`src/rtl/cpu_run_ctrl.sv`:
```
// -----------------------------------------------------------------------------
// cpu_run_ctrl
//   Run sequencer and data-memory port arbiter for the single-cycle CPU core.
//   The core is held in reset while the host owns data memory. A start request
//   resets the core for RST_CYC cycles, lets it run until it signals completion
//   or the run reaches TIMEOUT cycles, then reports completion and run length.
//
// Ports
//   clk, reset            system clock, asynchronous active-low reset
//   req                   host start request (level; one run per high period)
//   done, busy, timeout   run status (registered or decoded from state)
//   cycles[15:0]          RUN cycles of the last/current run, saturating
//   cpu_reset             active-high reset to the core
//   cpu_done              core completion flag
//   cpu_mem_*             core-side data-memory request
//   host_gnt              host owns the memory port this cycle
//   host_*                host-side data-memory request
//   mem_*                 muxed data-memory port (combinational)
// -----------------------------------------------------------------------------
module cpu_run_ctrl #(
   parameter int AW      = 8,
   parameter int DW      = 8,
   parameter int RST_CYC = 2,
   parameter int TIMEOUT = 4096
) (
   input  logic          clk,
   input  logic          reset,
   input  logic          req,
   output logic          done,
   output logic          busy,
   output logic          timeout,
   output logic [15:0]   cycles,
   output logic          cpu_reset,
   input  logic          cpu_done,
   input  logic          cpu_mem_wr_en,
   input  logic [AW-1:0] cpu_mem_addr,
   input  logic [DW-1:0] cpu_mem_wdata,
   output logic          host_gnt,
   input  logic          host_wr_en,
   input  logic [AW-1:0] host_addr,
   input  logic [DW-1:0] host_wdata,
   output logic          mem_wr_en,
   output logic [AW-1:0] mem_addr,
   output logic [DW-1:0] mem_wdata
);

   // Counter only needs to hold RST_CYC-1; keep at least one bit for RST_CYC=1.
   localparam int              RCW      = (RST_CYC > 1) ? $clog2(RST_CYC) : 1;
   localparam logic [RCW-1:0]  RST_LOAD = RCW'(RST_CYC - 1);
   localparam logic [15:0]     TO_LAST  = 16'(TIMEOUT - 1);

   typedef enum logic [1:0] {
      ST_IDLE  = 2'd0,
      ST_RESET = 2'd1,
      ST_RUN   = 2'd2,
      ST_DONE  = 2'd3
   } state_t;

   state_t           state_q, state_d;
   logic [RCW-1:0]   rst_cnt_q, rst_cnt_d;
   logic [15:0]      cycles_q, cycles_d;
   logic             timeout_q, timeout_d;

   always_ff @(posedge clk or negedge reset) begin
      if (!reset) begin
         state_q   <= ST_IDLE;
         rst_cnt_q <= '0;
         cycles_q  <= '0;
         timeout_q <= 1'b0;
      end else begin
         state_q   <= state_d;
         rst_cnt_q <= rst_cnt_d;
         cycles_q  <= cycles_d;
         timeout_q <= timeout_d;
      end
   end

   always_comb begin
      state_d   = state_q;
      rst_cnt_d = rst_cnt_q;
      cycles_d  = cycles_q;
      timeout_d = timeout_q;
      case (state_q)
         ST_IDLE: begin
            // Status of the previous run stays visible until the next start.
            if (req) begin
               state_d   = ST_RESET;
               rst_cnt_d = RST_LOAD;
               cycles_d  = '0;
               timeout_d = 1'b0;
            end
         end
         ST_RESET: begin
            if (rst_cnt_q == '0) begin
               state_d = ST_RUN;
            end else begin
               rst_cnt_d = rst_cnt_q - RCW'(1);
            end
         end
         ST_RUN: begin
            if (cycles_q != 16'hFFFF) begin
               cycles_d = cycles_q + 16'd1;
            end
            // cpu_done takes priority over a timeout in the same cycle.
            if (cpu_done) begin
               state_d   = ST_DONE;
               timeout_d = 1'b0;
            end else if (cycles_q == TO_LAST) begin
               state_d   = ST_DONE;
               timeout_d = 1'b1;
            end
         end
         ST_DONE: begin
            // Require req low before returning to IDLE: one run per pulse.
            if (!req) begin
               state_d = ST_IDLE;
            end
         end
         default: state_d = ST_IDLE;
      endcase
   end

   assign done      = (state_q == ST_DONE);
   assign busy      = (state_q == ST_RESET) || (state_q == ST_RUN);
   assign cpu_reset = (state_q != ST_RUN);
   assign host_gnt  = (state_q == ST_IDLE) || (state_q == ST_DONE);
   assign timeout   = timeout_q;
   assign cycles    = cycles_q;

   // Host requests outside host_gnt are simply dropped. In RESET the core's
   // outputs are not trustworthy, so its store enable is suppressed.
   always_comb begin
      mem_wr_en = 1'b0;
      mem_addr  = cpu_mem_addr;
      mem_wdata = cpu_mem_wdata;
      if (host_gnt) begin
         mem_wr_en = host_wr_en;
         mem_addr  = host_addr;
         mem_wdata = host_wdata;
      end else if (state_q == ST_RUN) begin
         mem_wr_en = cpu_mem_wr_en;
      end
   end

endmodule

```
`config.mk`:
```
export PLATFORM = sky130hd
export DESIGN_NAME = cpu_run_ctrl
export DESIGN_NICKNAME = d
export VERILOG_FILES = /design/src/rtl/cpu_run_ctrl.sv
export SDC_FILE = /design/constraint.sdc
export NUM_CORES = 1
export LEC_CHECK = 0
export BUFFER_PORTS_ARGS = -buffer_cell sky130_fd_sc_hd__buf_2
export CAP_MARGIN = 20
export CORE_ASPECT_RATIO = 1.1
export CORE_MARGIN = 2
export CORE_UTILIZATION = 40
export CTS_BUF_LIST = sky130_fd_sc_hd__clkbuf_4 sky130_fd_sc_hd__clkbuf_8
export DETAILED_ROUTE_END_ITERATION = 7
export PLACE_DENSITY_LB_ADDON = 0.3
export SLEW_MARGIN = 20
export SYNTH_ARGS = -nofsm -noshare
export SYNTH_HDL_FRONTEND = slang
export SYNTH_SLANG_ARGS = --single-unit
```
`constraint.sdc`:
```
create_clock -name clk -period 2 [get_ports clk]
set_input_delay 0.2 -clock clk [delete_from_list [all_inputs] [get_ports clk]]
set_output_delay 0.2 -clock clk [all_outputs]
set_load 0.1 [all_outputs]
```
; ---- After elaboration in Yosys (flattened, before gate mapping)
; Index checks and enable logic that the tools add are counted.
[word_totals]
regBits = 20
in_bits = 38
[classes]
n_addsub = 2
n_eq_ne = 11
muxes = 20
n_reduce_logical = 9
[op_table]
columns = cell, count
row1 = $mux W16, 2
row2 = $pmux W16 S2, 1
row3 = $add A16 B1 Y16 const B, 1
row4 = $eq A16 B12 Y1 const B, 1
row5 = $mux W8, 2
row6 = $ne A16 B16 Y1 const B, 1
row7 = $mux W2, 5
row8 = $ne A2 B2 Y1 const B, 5
row9 = $pmux W2 S4, 1
row10 = $mux W1, 7
row11 = $reduce_and A3 Y1, 2
row12 = $eq A2 B2 Y1 const B, 2
row13 = $pmux W1 S2, 2
row14 = $reduce_and A4 Y1, 1
row15 = $reduce_bool A2 Y1, 2
row16 = $ne A3 B3 Y1 const B, 1
row17 = $eq A2 B1 Y1 const B, 1
row18 = $logic_not A2 Y1, 1
row19 = $logic_or A1 B1 Y1, 2
row20 = $reduce_and A2 Y1, 1
row21 = $sub A1 B1 Y1 const B, 1

; ---- Longest topological paths before layout
; Gate-level depths: netlist (run 1).
[depth]
ltp_word = 4
ltp_mapped = 8
ltp_nobuf = 6

; ---- Worst setup path before layout (run 1)
; No wires, ideal clock.
[synth_timing]
path_kind = register to output
startpoint = reg state_q[0]
endpoint = out mem_wr_en
arrival_ps = 3849
required_time_ps = 1800
slack_ps = -2049
path_stages_with_launch = 6
n_path_buf = 2
cell_sequence = dfrtp_1 > inv_1 > ha_1 > clkbuf_1 > clkbuf_1 > o21ai_0
[synth_between]
elab_chain_len = 3
word_cells_on_any_way = 6
[synth_rtl]
columns = element, line
row1 = from (decl), 59  ; state_t state_q, state_d;
row2 = from (signal assigned), 71  ; state_q <= state_d;
row3 = "$eq A2 B2 Y1, or another cell as far along", 140  ; end else if (state_q == ST_RUN) begin
row4 = $mux W1 / $logic_or A1 B1 Y1 (equally long branches), "140, 126"
row5 = $mux W1 *, 136  ; if (host_gnt) begin
row6 = to (decl), 42  ; output logic mem_wr_en,
; Every way passes the cells marked *; elsewhere a longest branch is shown, timed or not.

; ---- Worst setup path after layout (run 1)
[layout_timing]
startpoint = reg state_q[1]
endpoint = out mem_wdata[4]
[layout_between]
elab_chain_len = 3
word_cells_on_any_way = 4
[layout_rtl]
columns = element, line
row1 = $eq A2 B2 Y1 / $logic_not A2 Y1 (equally long branches), 126  ; assign host_gnt = (state_q == ST_IDLE) || (state_q == ST_DONE);
row2 = $logic_or A1 B1 Y1 *, 126
row3 = $mux W8 *, 136
row4 = to (decl), 44  ; output logic [DW-1:0] mem_wdata
; Marked as above.

==> metrics.yaml, run 1 <==
status:
  run_status: "finished clean"
critical_path:
  critical_path.endpoint: "mem_wdata[4]"
  worstReg2RegEnd: "cycles[15]"
  critPathLaunchType: "register"
  crit_path_max_incr_delay_ns: 0.37
  path_cells: "inv_1, ha_4, buf_8, mux2_2, buf_6"
  worst-r2r-cell-count: 6
  critical_path_arrival_ns: 1.75
  worstSetupStartpoint: "state_q[1]"
  path_class: "register to primary output"
  critical_path.endpoint_type: "primary output"
  critPathTopFamily: "buffers and inverters"
  timing.reg2reg.setup_slack_ns: 0.13
  timing.critical_path.depth: 5
  crit_required_ns: 1.80
  r2r_start: "state_q[0]"
  worst_path_max_delay_cell: "dfrtp_1"
  critical_path.n_buffers_inverters: 3
  timing.critical_path.fanout_max: 10
synth:
  synth_area_per_cell_sq_um: 9.63
  synth.cell_area_sq_mm: 0.00147
  synth-async-reset-ratio_pct: 100
  synth_nets: 196
  synth_cells: 153
  synth_area_leaders: "dfrtp_1 34%, mux2_2 13%, mux2i_1 4.8%"
  ys_seq_elements: 20
  synth-main-ff-cell: "dfrtp_1"
  synthesis.yosys.warnings: 0
  synth_area_leader_cell: "dfrtp_1"
  synth_sequential_area_ratio_pct: 34.0
  yosys.area.top_type_share_pct: 34.0
  synth-edff-count: 0
  ys_types: 44
hold_path:
  worstHoldPathType: "input port to register"
floorplan:
  effective_utilization_at_floorplan_pct: 41.0
  pin_count: 76
  core_area_sq_mm: 0.00360
  floorplan.die.height_um: 67.7
  die_area_sq_mm: 0.00419
  fp.dieW_um: 61.9
  fp-row-count: 23
cts:
  ctsLongestPathBuffers: 2
  post_cts_clock_slew_at_the_launch_and_capture_registers_of_the_worst_setup_and_hold_paths_ns: 0.07
  clock_sinks: 20
  clockRootBuffer: "clkbuf_8"
  cts_max_level: 1
  cts_inserted_buffers: 3
  clk_latency_ns: 0.26
  clock_tree_from_tritoncts: "built"
route:
  wire_per_inst_um: 14.9
  firstDrtPassIters: 4
  vias: 1544
  drt_first_iter_violations: 90
  detail_route.vias_per_cell: 5.44
  detail_route.wirelength_um: 4230
  drc_violation_count_after_routing: 0
  antenna_violating_nets_post_route: 0
sta:
  setup_viol: 0
  final_hold_viol_count: 0
  final.setup_skew_ns: 0.00441
  post_layout_min_period_ns: 1.95
  rsz0062_at_grt: "yes"
  post-route-period-util_pct: 97.7
  drv_slew: 0
  totalNegativeSetupSlack_ns: 0
  timing.fmax_mhz: 512
  worst_slew_margin_rel_pct: 67.6
  worst_slew_pin_slew_ns: 0.490
place:
  portBuffers: 75
  globalplace.congestion: 0.837
  place.detailed.hpwl_um: 3110
final_layout:
  multiInputGateArea_sq_um: 917
  drive_above_1_share_pct: 55.6
  seqCellArea_sq_um: 523
  inserted_diodes: 0
  area.growth.synth_to_final_pct: 47.8
  num-nets-final: 278
  fillCellCount: 319
global_route:
  antenna_found_initial: 0
  grt_pass1_vias: 1425
  global_route_usage_sum_pct: 20.7
  grt_max_degree: 21
  global_route.overflow_total: 0
  grt_pass1_wl_um: 6390
flow_run:
  max_cap_viol_count: 0
## layout make-up
class                      instances  share of cell area (%)
inverter                           8                    1.55
clock buffer                       4                    2.24
timing repair buffer              86                    27.2
sequential                        20                    24.0
tap                               50                    2.87
multi-input combinational        116                    42.1
## registers in the layout, summed over array words and instances, names as in the netlist
name	cells
timeout	1
state_q	2
cycles	16
rst_cnt_q	1
## per-layer routing
metal	wire length [um]	vias to the layer above	global-route usage [%]	part of all wire, %
met5	0	-	0	0
met2	2170	73	36.8	51
li1	-	741	-	-
met4	71	0	7.98	1.7
met1	1700	725	24.4	40
met3	288	5	3.07	6.8
## how the worst min path moves through the flow
stage | start | endpoint | slack, ns | cells past startpoint
floorplan | reset | cycles[10] | -0.1 | 0
global placement | reset | cycles[15] | 0.18 | 1
detailed placement | reset | cycles[14] | 0.18 | 1
CTS | req | rst_cnt_q | 0.20 | 2
global route | req | rst_cnt_q | 0.21 | 2
finish | req | rst_cnt_q | 0.21 | 2
## cells in the mapped netlist (3+ instances only)
master and instances:
dfrtp_1 20, o2bb2ai_1 4, o21ai_1 3, nor2_1 7, mux2i_1 7, nand4_1 3
a21o_1 3, nor3_1 4, nand2_1 11, mux2_2 17, clkbuf_1 4, a21oi_1 8
nand3_1 7, ha_1 5, inv_1 7, and4_1 3, o21ai_0 3
## stage by stage
step	cells	hold WS [ns]	setup WS, ns	util [%]	area (sq um)
after floorplan	153	-0.0956	-0.0578	-	1560
after global placement	274	0.182	0.196	55.4	1990
after detailed placement	274	0.180	0.137	55.4	1990
after CTS	282	0.200	0.000598	58.9	2120
after global routing	284	0.215	-0.00570	60.6	2180
final	284	0.209	0.0464	60.6	2180
## placed cells by master, fill, tap and decap left out, types with 3 or more instances in the layout
cell type,count
nand4_1,3
buf_6,8
buf_4,15
a21oi_1,8
buf_12,4
ha_1,4
and4_1,3
dfrtp_2,12
mux2_2,17
nand3_1,7
mux2i_1,7
dfrtp_1,6
inv_1,5
nor3_1,4
nor2_1,7
clkbuf_8,3
nand2_1,11
o2bb2ai_1,4
a21o_1,3
o21ai_1,3
buf_2,57
## cell families after synthesis
group | synth area share (%)
buf+inv | 5.43
simple gates | 19.4
fa+ha+maj | 4.24
mux | 17.7
flops | 34.0
compound gates | 19.3
## worst reg2reg max path, delay by kind of cell, from the launching register on
family	cells	cell delay [ns]
AOI/OAI and AO/OA	1	0.10
adders and majority gates	1	0.32
buffers and inverters	2	0.27
DFF	1	0.41
muxes	1	0.18
and+or+nand+nor	1	0.52
## what timing repair did
action,CTS,global route
pin swaps,1,0
hold buffers,1,0
gates cloned,0,0
endpoints found under the hold margin,20,0
gates resized for setup,13,17
buffers inserted,3,2
endpoints found under the setup margin,16,15
Power of run 1 is not shown: default switching activity piles up to over one toggle a cycle in this logic, so the estimate is an artifact.
==> inputs of run 2 (changes only) <==
--- a/config.mk
+++ b/config.mk
@@ -12,6 +12,7 @@
 export CORE_UTILIZATION = 40
 export CTS_BUF_LIST = sky130_fd_sc_hd__clkbuf_4 sky130_fd_sc_hd__clkbuf_8
 export DETAILED_ROUTE_END_ITERATION = 7
+export MAX_ROUTING_LAYER = met4
 export PLACE_DENSITY_LB_ADDON = 0.3
 export SLEW_MARGIN = 20
 export SYNTH_ARGS = -nofsm -noshare
==> metrics.yaml, run 2 (same netlist as run 1, synthesis figures left out) <==
status:
  run_status: "finished clean"  # unchanged
floorplan:
  core_area_sq_mm: 0.00360  # unchanged
  floorplan.die.height_um: 67.7  # unchanged
  pin_count: 76  # unchanged
  fp-row-count: 23  # unchanged
  effective_utilization_at_floorplan_pct: 41.0  # unchanged
  fp.dieW_um: 61.9  # unchanged
  die_area_sq_mm: 0.00419  # unchanged
place:
  globalplace.congestion: 0.850  # was 0.837
  place_worst_setup_slack_ns: 0.137  # unchanged
  place.detailed.hpwl_um: 3110  # unchanged
  dpl.cell_count: 274  # unchanged
  portBuffers: 75  # unchanged
cts:
  cts_max_level: 1  # unchanged
  clock_tree_from_tritoncts: "built"  # unchanged
  clk_latency_ns: 0.26  # about the same
  post_cts_clock_slew_at_the_launch_and_capture_registers_of_the_worst_setup_and_hold_paths_ns: 0.07  # about the same
  clock_sinks: 20  # unchanged
  ctsLongestPathBuffers: 2  # unchanged
  cts_inserted_buffers: 3  # unchanged
  clockRootBuffer: "clkbuf_8"  # unchanged
sta:
  worst_slew_pin_slew_ns: 0.490  # about the same
  setup_ws_ns: 0.0406  # was 0.0464 ns
  rsz0062_at_grt: "yes"  # unchanged
  drv_slew: 0  # unchanged
  setup_viol: 0  # unchanged
  fin_hold_ws_ns: 0.209  # about the same
  totalNegativeSetupSlack_ns: 0  # unchanged
  post_layout_min_period_ns: 1.96  # was 1.95 ns
  final.setup_skew_ns: 0.00357  # was 0.00441 ns
  timing.fmax_mhz: 510  # was 512 MHz
  worst_slew_margin_rel_pct: 67.5  # was 67.6%
  final_hold_viol_count: 0  # unchanged
  post-route-period-util_pct: 98.0  # was 97.7%
route:
  firstDrtPassIters: 4  # unchanged
  drc_violation_count_after_routing: 0  # unchanged
  detail_route.wirelength_um: 4210  # was 4230 um
  antenna_violating_nets_post_route: 0  # unchanged
  drt_first_iter_violations: 72  # was 90
  vias: 1551  # was 1544
  wire_per_inst_um: 14.8  # was 14.9 um
  detail_route.vias_per_cell: 5.46  # was 5.44
global_route:
  grt_pass1_vias: 1430  # was 1425
  grt_pass1_wl_um: 6380  # was 6390 um
  antenna_found_initial: 0  # unchanged
  global_route.overflow_total: 0  # unchanged
  grt_max_degree: 21  # unchanged
  global_route_usage_sum_pct: 21.2  # was 20.7%
hold_path:
  worstHoldPathType: "input port to register"  # unchanged
critical_path:
  worst_path_max_delay_cell: "dfrtp_1"  # unchanged
  timing.reg2reg.setup_slack_ns: 0.13  # about the same
  critPathTopFamily: "buffers and inverters"  # unchanged
  path_cells: "inv_1, ha_4, buf_12, mux2_2, clkbuf_4"  # was inv_1, ha_4, buf_8, mux2_2, buf_6
  critPathLaunchType: "register"  # unchanged
  critical_path.endpoint_type: "primary output"  # unchanged
  timing.critical_path.fanout_max: 6  # was 10
  critical_path.n_buffers_inverters: 3  # unchanged
  crit_required_ns: 1.80  # about the same
  path_class: "register to primary output"  # unchanged
  crit_path_max_incr_delay_ns: 0.37  # about the same
  critical_path_arrival_ns: 1.76  # was 1.75 ns
final_layout:
  inserted_diodes: 0  # unchanged
  area.growth.synth_to_final_pct: 47.8  # unchanged
  num-nets-final: 278  # unchanged
  drive_above_1_share_pct: 55.6  # unchanged
  mostFrequentLayoutCells: "57 x buf_2, 17 x mux2_2, 14 x buf_4"  # was 57 x buf_2, 17 x mux2_2, 15 x buf_4
  largest_register_ff_count: 16  # unchanged
  stdcell_count: 284  # unchanged
  most_frequent_standard_cell_in_the_layout_excluding_fill_and_tap_cells: "buf_2"  # unchanged
flow_run:
  max_cap_viol_count: 0  # unchanged
==> run 2: area by class of cell <==
cell class                      count  area (sq um)
Sequential cell                    20           523
Timing Repair Buffer               86           593
Fill cell                         319          1420
Multi-Input combinational cell    116           917
Clock buffer                        4          48.8
Tap cell                           50          62.6
Inverter                            8          33.8
==> run 2: metal layers <==
metal | GRT usage, % | share of wire (%) | routed length [um]
met1 | 24.3 | 40 | 1670
met2 | 37.2 | 52 | 2190
met3 | 2.30 | 6.8 | 286
met4 | 7.98 | 1.6 | 68
met5 | - | 0 | 0
==> run 2: final timing paths <==
check	start	to	cells after the start
min in group asynchronous	reset	cycles[1]	2
max in group asynchronous	reset	cycles[0]	2
min	req	rst_cnt_q	2
max reg2reg	state_q[0]	cycles[15]	6
max	state_q[1]	mem_wdata[2]	5
min reg2reg	timeout	timeout	2
==> run 2: through the flow <==
| step | util, % | area [sq um] |
|---|---|---|
| floorplan | - | 1560 |
| global placement | 55.4 | 1990 |
| detailed placement | 55.4 | 1990 |
| CTS | 58.9 | 2120 |
| global route | 60.6 | 2180 |
| finish | 60.6 | 2180 |
==> run 2: repair_timing <==
item / CTS / global route
resized for setup: 13 / 16
endpoints found under the hold margin: 20 / 0
pin swaps: 1 / 0
endpoints found under the setup margin: 16 / 15
buffers inserted: 3 / 2
hold buffers: 1 / 0
Power of run 2 is left out for the same reason.
